File: src/rtl/ws2812_bit_sched_if.sv
// Pixel RAM read port plus the per-bit handshake toward ws2812_out.
// The master side is the scheduler; the slave side is the RAM and the bit encoder.
interface ws2812_bit_sched_if #(
    parameter int ADDR_W = 8
);
    logic              pix_rd_en_out;
    logic [ADDR_W-1:0] pix_rd_addr_out;
    logic [23:0]       pix_data_in;
    logic              bit_rdy_out;
    logic              bit_data_out;
    logic              bit_done_in;

    modport master (
        output pix_rd_en_out,
        output pix_rd_addr_out,
        input  pix_data_in,
        output bit_rdy_out,
        output bit_data_out,
        input  bit_done_in
    );

    modport slave (
        input  pix_rd_en_out,
        input  pix_rd_addr_out,
        output pix_data_in,
        input  bit_rdy_out,
        input  bit_data_out,
        output bit_done_in
    );
endinterface

File: src/rtl/ws2812_bit_sched.sv
// WS2812 frame scheduler: fetches PIXEL_CNT GRB words, issues them MSB first one bit per bit_done, then holds the reset gap.
// Start-to-first-bit 3 cycles; stalls in WAIT on the encoder; optional per-bit watchdog under WS2812_SCHED_WDT_EN.
module ws2812_bit_sched #(
    parameter int PIXEL_CNT   = 64,
    parameter int ADDR_W      = 8,
    parameter int CNT_RST_GAP = 16000,
    parameter int CNT_BIT_TMO = 1024
) (
    input  logic                clk_in,
    input  logic                rst_in,
    input  logic                frame_start_in,
    ws2812_bit_sched_if.master  bus,
    output logic                frame_busy_out,
    output logic                frame_done_out,
    output logic                frame_err_out
);

    typedef enum logic [2:0] {
        S_IDLE,
        S_FETCH,
        S_LATCH,
        S_SEND,
        S_WAIT,
        S_GAP
    } state_t;

    localparam logic [ADDR_W-1:0] ADDR_LAST = ADDR_W'(PIXEL_CNT - 1);
    // Outputs are registered, so terminal counts are decided one cycle early.
    localparam logic [15:0] GAP_LAST = (CNT_RST_GAP > 1) ? 16'(CNT_RST_GAP - 2) : 16'd0;
    localparam bit          GAP_ONE  = (CNT_RST_GAP == 1);

    if (CNT_BIT_TMO < 2) begin : g_bad_tmo
        $error("CNT_BIT_TMO must be at least 2");
    end

    state_t            state;
    logic [ADDR_W-1:0] addr;
    logic [23:0]       shift;
    logic [4:0]        bit_idx;
    logic [15:0]       gap_cnt;

`ifdef WS2812_SCHED_WDT_EN
    localparam logic [15:0] WDT_LAST = 16'(CNT_BIT_TMO - 2);
    logic [15:0] wdt_cnt;
`else
    assign frame_err_out = 1'b0;
`endif

    assign bus.pix_rd_addr_out = addr;

    always_ff @(posedge clk_in) begin
        if (rst_in) begin
            state              <= S_IDLE;
            addr               <= '0;
            shift              <= '0;
            bit_idx            <= '0;
            gap_cnt            <= '0;
            bus.pix_rd_en_out  <= 1'b0;
            bus.bit_rdy_out    <= 1'b0;
            bus.bit_data_out   <= 1'b0;
            frame_busy_out     <= 1'b0;
            frame_done_out     <= 1'b0;
`ifdef WS2812_SCHED_WDT_EN
            wdt_cnt            <= '0;
            frame_err_out      <= 1'b0;
`endif
        end else begin
            bus.pix_rd_en_out <= 1'b0;
            bus.bit_rdy_out   <= 1'b0;
            frame_done_out    <= 1'b0;
`ifdef WS2812_SCHED_WDT_EN
            frame_err_out     <= 1'b0;
`endif
            case (state)
                S_IDLE: begin
                    // The done cycle itself still counts as the old frame.
                    if (frame_start_in && !frame_done_out) begin
                        addr              <= '0;
                        bus.pix_rd_en_out <= 1'b1;
                        frame_busy_out    <= 1'b1;
                        state             <= S_FETCH;
                    end
                end
                S_FETCH: begin
                    state <= S_LATCH;
                end
                S_LATCH: begin
                    shift            <= bus.pix_data_in;
                    bit_idx          <= 5'd23;
                    bus.bit_rdy_out  <= 1'b1;
                    bus.bit_data_out <= bus.pix_data_in[23];
                    state            <= S_SEND;
                end
                S_SEND: begin
`ifdef WS2812_SCHED_WDT_EN
                    wdt_cnt <= '0;
`endif
                    state <= S_WAIT;
                end
                S_WAIT: begin
                    if (bus.bit_done_in) begin
                        if (bit_idx != 5'd0) begin
                            shift            <= shift << 1;
                            bit_idx          <= bit_idx - 5'd1;
                            bus.bit_rdy_out  <= 1'b1;
                            bus.bit_data_out <= shift[22];
                            state            <= S_SEND;
                        end else if (addr != ADDR_LAST) begin
                            addr              <= addr + ADDR_W'(1);
                            bus.pix_rd_en_out <= 1'b1;
                            state             <= S_FETCH;
                        end else if (GAP_ONE) begin
                            frame_done_out <= 1'b1;
                            frame_busy_out <= 1'b0;
                            state          <= S_IDLE;
                        end else begin
                            gap_cnt <= '0;
                            state   <= S_GAP;
                        end
                    end
`ifdef WS2812_SCHED_WDT_EN
                    else if (wdt_cnt == WDT_LAST) begin
                        frame_err_out  <= 1'b1;
                        frame_busy_out <= 1'b0;
                        state          <= S_IDLE;
                    end else begin
                        wdt_cnt <= wdt_cnt + 16'd1;
                    end
`endif
                end
                S_GAP: begin
                    if (gap_cnt == GAP_LAST) begin
                        frame_done_out <= 1'b1;
                        frame_busy_out <= 1'b0;
                        state          <= S_IDLE;
                    end else begin
                        gap_cnt <= gap_cnt + 16'd1;
                    end
                end
                default: state <= S_IDLE;
            endcase
        end
    end

endmodule

File: src/flat_wrapper.sv
// flat-port wrapper written by rule: the top's interface ports become plain ports
module ws2812_bit_sched_flat 
#(
    parameter int PIXEL_CNT   = 64,
    parameter int ADDR_W      = 8,
    parameter int CNT_RST_GAP = 16000,
    parameter int CNT_BIT_TMO = 1024
)
  (clk_in, rst_in, frame_start_in, frame_busy_out, frame_done_out, frame_err_out, bus_pix_rd_en_out, bus_pix_rd_addr_out, bus_pix_data_in, bus_bit_rdy_out, bus_bit_data_out, bus_bit_done_in);
  ws2812_bit_sched_if #(.ADDR_W(ADDR_W)) bus_i ();
  input  logic clk_in;
  input  logic rst_in;
  input  logic frame_start_in;
  output logic frame_busy_out;
  output logic frame_done_out;
  output logic frame_err_out;
  output wire logic [$bits(bus_i.pix_rd_en_out)-1:0] bus_pix_rd_en_out;
  output wire logic [$bits(bus_i.pix_rd_addr_out)-1:0] bus_pix_rd_addr_out;
  input wire logic [$bits(bus_i.pix_data_in)-1:0] bus_pix_data_in;
  output wire logic [$bits(bus_i.bit_rdy_out)-1:0] bus_bit_rdy_out;
  output wire logic [$bits(bus_i.bit_data_out)-1:0] bus_bit_data_out;
  input wire logic [$bits(bus_i.bit_done_in)-1:0] bus_bit_done_in;
  assign bus_pix_rd_en_out = bus_i.pix_rd_en_out;
  assign bus_pix_rd_addr_out = bus_i.pix_rd_addr_out;
  assign bus_i.pix_data_in = bus_pix_data_in;
  assign bus_bit_rdy_out = bus_i.bit_rdy_out;
  assign bus_bit_data_out = bus_i.bit_data_out;
  assign bus_i.bit_done_in = bus_bit_done_in;
  ws2812_bit_sched #(.PIXEL_CNT(PIXEL_CNT), .ADDR_W(ADDR_W), .CNT_RST_GAP(CNT_RST_GAP), .CNT_BIT_TMO(CNT_BIT_TMO)) u_core (.clk_in(clk_in), .rst_in(rst_in), .frame_start_in(frame_start_in), .bus(bus_i), .frame_busy_out(frame_busy_out), .frame_done_out(frame_done_out), .frame_err_out(frame_err_out));
endmodule
File: config.mk
export PLATFORM = sky130hd
export DESIGN_NAME = ws2812_bit_sched_flat
export DESIGN_NICKNAME = d
export VERILOG_FILES = /design/src/rtl/ws2812_bit_sched_if.sv /design/src/rtl/ws2812_bit_sched.sv /design/src/flat_wrapper.sv
export SDC_FILE = /design/constraint.sdc
export NUM_CORES = 1
export LEC_CHECK = 0
export ABC_AREA = 0
export CORE_MARGIN = 1
export CORE_UTILIZATION = 60
export CTS_BUF_LIST = sky130_fd_sc_hd__clkbuf_4
export DETAILED_ROUTE_END_ITERATION = 7
export HOLD_SLACK_MARGIN = 0.05
export PLACE_DENSITY_LB_ADDON = 0.12
export SYNTH_ARGS = -nofsm -noshare
export SYNTH_HDL_FRONTEND = slang
export SYNTH_SLANG_ARGS = --single-unit
File: constraint.sdc
create_clock -name clk_in -period 6.7 [get_ports clk_in]
set_input_delay 1.005 -clock clk_in [delete_from_list [all_inputs] [get_ports clk_in]]
set_output_delay 1.005 -clock clk_in [all_outputs]
set_load 0.005 [all_outputs]
======== After elaboration in Yosys (flattened, before gate mapping) ========
Index checks and enable logic that the tools add are counted.
word-level totals
  input bits .............................. 28
  latch bits .............................. 0
  bits in registers ....................... 60
  RAM bits ................................ 0
  memories ................................ 0
  memory bits (read-only) ................. 0
  word-level logic and storage cells ...... 80
  output and inout port bits .............. 14
cells by class
  $lt $le $gt $ge ......................... 0
  bitwise gates (word level) .............. 1
  multipliers ............................. 0
  add/sub/neg operators ................... 3
  reduce and logical (&&, ||, !) cells .... 14
  shifts and indexed selects .............. 0
  eq/ne operators ......................... 15
  divide/modulo/power cells ............... 0
  mux-type cells .......................... 37
operator list
  cell                   number
  $mux 16                4
  $mux 23                2
  $pmux 23 s2            1
  $mux 8                 4
  $pmux 16 s2            1
  $pmux 3 s6             1
  $add 16x1->16 const B  1
  $eq 16x14->1 const B   1
  $pmux 8 s2             1
  $mux 3                 5
  $mux 1                 11
  $mux 5                 2
  $pmux 5 s2             1
  $reduce_and 5->1       2
  $reduce_and 3->1       3
  $add 8x1->8 const B    1
  $ne 2x1->1 const B     4
  $ne 2x2->1 const B     4
  $ne 8x6->1 const B     1
  $pmux 1 s2             4
  $reduce_bool 2->1      4
  $eq 3x2->1 const B     2
  $eq 3x3->1 const B     2
  $reduce_bool 5->1      1
  7 further kinds        7

======== Longest topological paths before layout ========
Gate-level depths: netlist of the first run.
  word-level depth ........................ 5
  gate-level depth with buffers ........... 9
  depth with buffers taken out ............ 7

======== Worst setup path after synthesis of the first run ========
Ideal clock, no wire load.
  path type ............................... register -> register
  start point ............................. reg u_core.gap_cnt[7]
  end point ............................... reg u_core.gap_cnt[8]
  period minus slack after synthesis ...... 2.103 ns
  buffers on the path ..................... 2
  required time ........................... 6.562 ns
  arrival time ............................ 1.965 ns
  setup slack ............................. 4.597 ns
  stages on the path, launching flop included .. 8
  setup time .............................. 0.138 ns
  cell sequence ........................... dfxtp_1 > or4_1 > or4_1 > buf_2 > and2_4 > buf_6 > a41oi_1 > a211oi_1
on the way
  longest elaborated chain between the ends .. 3
  elaborated cells on any way between the ends .. 6
  classes of those cells .................. 1 x add/sub; 2 x eq/ne; 2 x mux; 1 x reduce/logical
RTL lines
  item                                                    line                                              source
  from (decl)                                             ws2812_bit_sched.sv:40                            logic [15:0] gap_cnt;
  from (signal assigned)                                  ws2812_bit_sched.sv:137                           gap_cnt <= gap_cnt + 16'd1;
  $add 16x1->16 / $eq 16x14->1 (equally long branches)    ws2812_bit_sched.sv:137, ws2812_bit_sched.sv:132
  $mux 16 / $ne 2x2->1 (equally long branches)            --
  $pmux 16 s2 / $reduce_and 5->1 (equally long branches)  --
Several ways; a longest one is shown, not always the timed one. The select of a mux whose other input is x is not followed.
A chain may end at the register's enable or synchronous reset.

==> results of run 1 <==
## layout make-up
class	count	area, um^2
clock buffers	13	97.6
clock inverters	3	13.8
fillers	338	1120
well taps	52	65.1
repair buffers	43	423
inverters	6	22.5
flip-flops and latches	60	1200
multi-input cells	273	1560
## layer usage
layer,vias to the layer above,part of all wire (%)
met4,0,0.79
met3,6,5.3
met2,79,47
met5,-,0
met1,1301,47
li1,1383,-
## metrics by stage
stage	instances	util (%)	cell area (um^2)	power, mW	worst slack (ps)
3_3_place_gp	434	72.6	3270	0.821	3760
6_report	450	75.1	3380	1.04	4100
2_1_floorplan	367	-	2890	0.747	4600
4_1_cts	450	75.1	3380	1.05	4140
3_5_place_dp	434	72.6	3270	0.835	3750
5_1_grt	450	75.1	3380	1.12	3970
## synth_stat cells (all sizes together) (2+ instances only)
master / count / area share, %
a211oi: 5 / 1.3
a21o: 4 / 1.0
a21oi: 11 / 1.9
a22oi: 2 / 0.52
a311oi: 27 / 8.2
a31oi: 4 / 0.86
a32oi: 2 / 0.61
a41oi: 2 / 0.61
and2: 3 / 0.73
and3: 4 / 0.86
and3b: 3 / 0.91
buf: 6 / 1.3
clkbuf: 22 / 2.9
dfxtp: 60 / 42
ha: 4 / 1.7
inv: 6 / 0.78
mux2i: 3 / 1.0
nand2: 68 / 8.8
nand2b: 2 / 0.43
nand3: 21 / 3.6
nand3b: 2 / 0.52
nand4: 6 / 1.3
nor2: 50 / 6.5
nor3: 7 / 1.2
nor3b: 2 / 0.52
nor4: 2 / 0.43
o211ai: 6 / 1.6
o21ai: 7 / 1.2
o22ai: 3 / 0.65
o2bb2ai: 2 / 0.61
o31ai: 5 / 1.3
or3: 3 / 0.65
or4: 2 / 0.52
xor2: 2 / 0.61
## kinds of logic (layout without fill, tap and decap cells)
logic type	after synthesis	count (layout)
simple gates	180	180
compound gates	83	83
other cells	1	1
fa+ha+maj	4	4
mux	3	3
flops	60	60
buf+inv	34	65
xor+xnor	2	2
## worst min path at each step
stage / endpoint / from / slack (ps)
floorplan: u_core.gap_cnt[15]$_SDFFE_PP0P_ / u_core.gap_cnt[15]$_SDFFE_PP0P_ / 440
finish: u_core.shift[17]$_SDFFE_PP0P_ / u_core.shift[16]$_SDFFE_PP0P_ / 480
CTS: u_core.shift[16]$_SDFFE_PP0P_ / u_core.shift[15]$_SDFFE_PP0P_ / 480
detailed placement: u_core.shift[17]$_SDFFE_PP0P_ / u_core.shift[16]$_SDFFE_PP0P_ / 470
global route: u_core.shift[21]$_SDFFE_PP0P_ / u_core.shift[20]$_SDFFE_PP0P_ / 500
global placement: u_core.gap_cnt[15]$_SDFFE_PP0P_ / u_core.gap_cnt[15]$_SDFFE_PP0P_ / 460
## state kept, by name (all words and copies together) (netlist names)
name,flops
u_core.bus.pix_rd_addr_out,8
u_core.state,3
u_core.bus.bit_data_out,1
u_core.bus.pix_rd_en_out,1
u_core.bit_idx,5
u_core.shift,23
u_core.frame_done_out,1
u_core.frame_busy_out,1
u_core.bus.bit_rdy_out,1
u_core.gap_cnt,16
## power by group
part           total (mW)  internal (mW)  switching [mW]
Combinational       0.334          0.144           0.191
Sequential          0.496          0.435          0.0610
Clock               0.214         0.0911           0.123
## placed cells by master (no fill, tap or decap), types with 5 or more instances in the layout
cell / synthesis / routed
nor3_1: 7 / 7
o31ai_1: 5 / 5
nand4_1: 6 / 6
a21oi_1: 11 / 11
clkbuf_4: 0 / 13
nor2_1: 50 / 50
clkdlybuf4s50_1: 0 / 40
a311oi_1: 27 / 27
inv_1: 6 / 6
nand3_1: 21 / 21
o211ai_1: 6 / 6
nand2_1: 68 / 68
a211oi_1: 5 / 5
dfxtp_1: 60 / 60
## worst min-delay path, cell delays in order, from the launching register on
cell and delay [ps]:
dfxtp_1 320, nand2_1 50, a311oi_1 70
==> results_dict.tcl, run 1 <==
set metrics [dict create \
    syn2layout_area_growth_pct 16.9 \
    r2r_start "u_core.bit_idx[0]$_SDFFE_PP0P_" \
    clk_pin_slew_ps 100 \
    start_util_pct 64.3 \
    cap_violations 0 \
    synth-xor-area-share_pct 0.605 \
    synth_cell_types 48 \
    clockRootBuffer "clkbuf_4" \
    cp_slowest_stage_delay_ps 460 \
    synth_nets 399 \
    fp.coreArea_um2 4500 \
    hold_depth 2 \
    grt_overflow_total 0 \
    ff2ff_setup_slack_ps 4260 \
    nets 425 \
    antenna_found_initial 0 \
    ctsHoldBuffers 0 \
    grt_start_max_net_pins 50 \
    cp-startpoint "rst_in" \
    dr.first_iter.drc_count 246 \
    num_vias 2769 \
    met2_usage_pct 42.5 \
    wl_per_cell_um 14.3 \
    yosys_warnings 0 \
    powerDensity_nw_per_um2 309 \
    finalHoldViolations 0 \
    crit_buf_inv 3 \
    ys_seq_area_share_pct 41.5 \
    worst_clock_skew_ps 5.09 \
    period_share_pct 38.9 \
    avgSynthCellArea_um2 7.89 \
    cts.repair.resized 0 \
    crit_required_ps 6970 \
    tightest_slew_ps 869 \
    design.die.area_um2 5110 \
    antenna_cells 0 \
    slowest_stage "clkdlybuf4s50_1" \
    postSynthCellCount 367 \
    cp.arrival_ps 2880 \
    viasPerCell 6.15 \
    fin_hold_ws_ps 481 \
    drt_pass1_iterations 4 \
    critPathTopFamily "buffers and inverters" \
    drive_above_1_share_pct 6.28 \
    gr-usage-met1_pct 34.3 \
    crit_path_end "u_core.gap_cnt[10]$_SDFFE_PP0P_" \
    die_w_um 71.5 \
    postCtsSetupRepairBufs 0 \
    critPathKind "input pin to register" \
    cts-buffers-inserted 9 \
    worstPathMaxFanout 44 \
    synth_mux_area_share_pct 1.04 \
    final_max_slew_viol_count 0 \
    hold_path.class "register to register" \
    io_pins 42 \
    die_y_um 71.5 \
    async_flop_share_pct 0 \
    synth_compound_area_share_pct 21.3 \
    critPathLaunchType "input pin" \
    dp_hpwl_mm 4.27 \
    grt_pass1_wl_mm 10.8 \
    synth-simple-area-share_pct 28.8 \
    finalCriticalPeriod_ps 2600 \
    crit_chain "clkdlybuf4s50_1 > buf_4 > inv_1 > nand2_1 > nor3_1 > a211o_1" \
    maxSlewHeadroom_pct 41.9 \
    grt_pass1_vias 2508 \
    wirelength_mm 6.44 \
    finalSetupViolCount 0 \
    cts_sinks 60 \
    reg2reg_to "u_core.gap_cnt[10]$_SDFFE_PP0P_" \
    outcome "finished clean" \
    synth_top_family_by_area "simple AND/OR/NAND/NOR gates" \
    cp.depth 6 \
    met3_usage_pct 4.64 \
    cts.path.max_buffers 2 \
    num_rows 24 \
    syn_area_um2 2890 \
    synthAdderAreaFrac_pct 1.73 \
    antenna_left 0 \
    rsz0062_at_grt "no" \
    gr-max-usage-layer "met2" \
    cts_htree_levels 3 \
    fin_setup_tns_ps 0 \
    worstRegToRegCells 7 \
    gp_congestion 0.906 \
    portBuffers 40 \
    synth-seq-cells 60 \
    synth_edf_count 0 \
    irDropWorstVdd_mv 0.209 \
    track_usage_pct 26.1 \
    synth_ff_type "dfxtp_1" \
    drc 0 \
    fmax_ghz 0.384 \
    p_leak_nw 1.25 \
    cts_tree "done" \
    clkLatencyLatePin_ps 380 \
    cp-end-kind "register" \
]
No activity file was read; power rests on OpenSTA's default activity.
==> run 2: changes to the inputs <==
- CORE_UTILIZATION: 60 -> 56
- clock period: 6.7 -> 2.6 ns (I/O delays scaled with it)
==> run 2 against run 1 <==
  * Die area increased by 6.9%
  * Count of clock-buffer cells in the layout decreased by 4
  * Power increased to 2.8 times the previous value
  * Sequential power increased to 2.6 times the previous value
  * Core utilization decreased by 3.1 points
  * Final cell count increased by 4.7%
  * Sequential cell count unchanged
  * Hold slack about the same
  * Register-to-register slack got worse by 3900 ps
  * Sequential share of layout area decreased by 1.1 points
  * Critical endpoint is now u_core.gap_cnt[9]$_SDFFE_PP0P_
==> results_dict.tcl, run 2 (synthesis gave the netlist of run 1 again) <==
set metrics [dict create \
    reg2reg_to "u_core.gap_cnt[9]$_SDFFE_PP0P_" \
    final_util_pct 72.0 \
    crit_path_end "u_core.gap_cnt[9]$_SDFFE_PP0P_" \
    antenna_cells 0 \
    dr.first_iter.drc_count 173 \
    wirelength_mm 6.57 \
    postCtsSetupRepairBufs 0 \
    cp.arrival_ps 2560 \
    cp-startpoint "u_core.gap_cnt[7]$_SDFFE_PP0P_" \
    clkLatencyLatePin_ps 410 \
    stdcell_area_um2 3490 \
    start_util_pct 59.7 \
    worstPathMaxFanout 12 \
    track_usage_pct 26.0 \
    drive_above_1_share_pct 7.92 \
    irDropWorstVdd_mv 0.592 \
    period_share_pct 85.0 \
    viasPerCell 5.84 \
    portBuffers 40 \
    maxSlewHeadroom_pct 58.0 \
    ff2ff_setup_slack_ps 390 \
    grt_start_max_net_pins 50 \
    critPathLaunchType "register" \
    antenna_found_initial 0 \
    grt_overflow_total 0 \
    r2r_start "u_core.gap_cnt[7]$_SDFFE_PP0P_" \
    syn2layout_area_growth_pct 20.7 \
    drt_pass1_iterations 4 \
    num_vias 2749 \
    rsz0062_at_grt "no" \
    final_max_slew_viol_count 0 \
    finalHoldViolations 0 \
    crit_required_ps 2950 \
    p_total_mw 2.88 \
    cts_sinks 60 \
    fin_cells 471 \
    nets 431 \
    cts_tree "done" \
    dp_hpwl_mm 4.31 \
    wl_per_cell_um 13.9 \
    finalSetupViolCount 0 \
    largest_reg_flops 23 \
    die_y_um 73.9 \
    final_common_cell "nand2_1" \
    fin_setup_tns_ps 0 \
    cap_violations 0 \
    cts-buffers-inserted 9 \
    die_w_um 73.9 \
    drc 0 \
    cts_htree_levels 3 \
    clk_pin_slew_ps 120 \
    cts.repair.resized 0 \
    grt_pass1_vias 2363 \
    worstRegToRegCells 5 \
    cts.path.max_buffers 2 \
    finalCriticalPeriod_ps 2210 \
    top_register "u_core.shift" \
    cp-end-kind "register" \
    final_cell_mix "nand2_1, dfxtp_1, nor2_1" \
    design.die.area_um2 5460 \
    gp_congestion 0.924 \
    powerDensity_nw_per_um2 825 \
    grt_pass1_wl_mm 10.8 \
    placedCellCount 455 \
    hold_path.class "register to register" \
    worst_clock_skew_ps 15.9 \
    ctsHoldBuffers 0 \
    num_rows 25 \
    io_pins 42 \
    fmax_ghz 0.452 \
    placed_area_um2 3350 \
    clockRootBuffer "clkbuf_4" \
    fp.coreArea_um2 4850 \
    antenna_left 0 \
    critPathKind "register to register" \
    p_leak_nw 1.27 \
    tightest_slew_ps 631 \
    outcome "finished clean" \
]
[run 2: power by group]
group | internal [mW] | switching, mW | total (mW)
combinational | 0.420 | 0.509 | 0.929
clock | 0.295 | 0.371 | 0.666
sequential | 1.12 | 0.166 | 1.29
[run 2: metal layers]
metal / vias up / track usage, % / wire (um) / part of all wire, %
met5: - / 0 / 0 / 0
met4: 0 / 8.12 / 88 / 1.3
met3: 12 / 7.54 / 239 / 3.6
met2: 49 / 40.5 / 3110 / 47
met1: 1293 / 34.6 / 3130 / 48
li1: 1395 / - / - / -
[run 2: worst min-delay path by stage]
stage                                               start                         endpoint  slack (ps)  depth (start not counted)
after floorplan           u_core.gap_cnt[15]$_SDFFE_PP0P_  u_core.gap_cnt[15]$_SDFFE_PP0P_         440                          1
after global placement       u_core.shift[2]$_SDFFE_PP0P_     u_core.shift[3]$_SDFFE_PP0P_         460                          2
after global routing      u_core.gap_cnt[15]$_SDFFE_PP0P_  u_core.gap_cnt[15]$_SDFFE_PP0P_         500                          1
final                       u_core.shift[21]$_SDFFE_PP0P_    u_core.shift[22]$_SDFFE_PP0P_         480                          2
after detailed placement  u_core.gap_cnt[15]$_SDFFE_PP0P_  u_core.gap_cnt[15]$_SDFFE_PP0P_         460                          1
after CTS                   u_core.shift[21]$_SDFFE_PP0P_    u_core.shift[22]$_SDFFE_PP0P_         480                          2
[run 2: worst max-delay path: stages (launching register included)]
cell and delay, ps:
dfxtp_1 350, or4_1 540, or4_1 590, nand2_1 360, a22oi_1 150, a21oi_1 160
[run 2: through the flow]
| stage | setup WS (ps) | hold WS [ps] |
|---|---|---|
| after floorplan | 497 | 437 |
| after global placement | 442 | 460 |
| after detailed placement | 420 | 463 |
| final | 390 | 481 |
| after CTS | 400 | 478 |
| after global routing | 220 | 503 |
[run 2: area by class of cell]
cell class	instances	area (um^2)
Sequential cell	60	1200
Fill cell	381	1360
Clock buffer	9	67.6
Multi-Input combinational cell	273	1560
Tap cell	67	83.8
Inverter	6	22.5
Clock inverter	7	77.6
Timing Repair Buffer	49	480
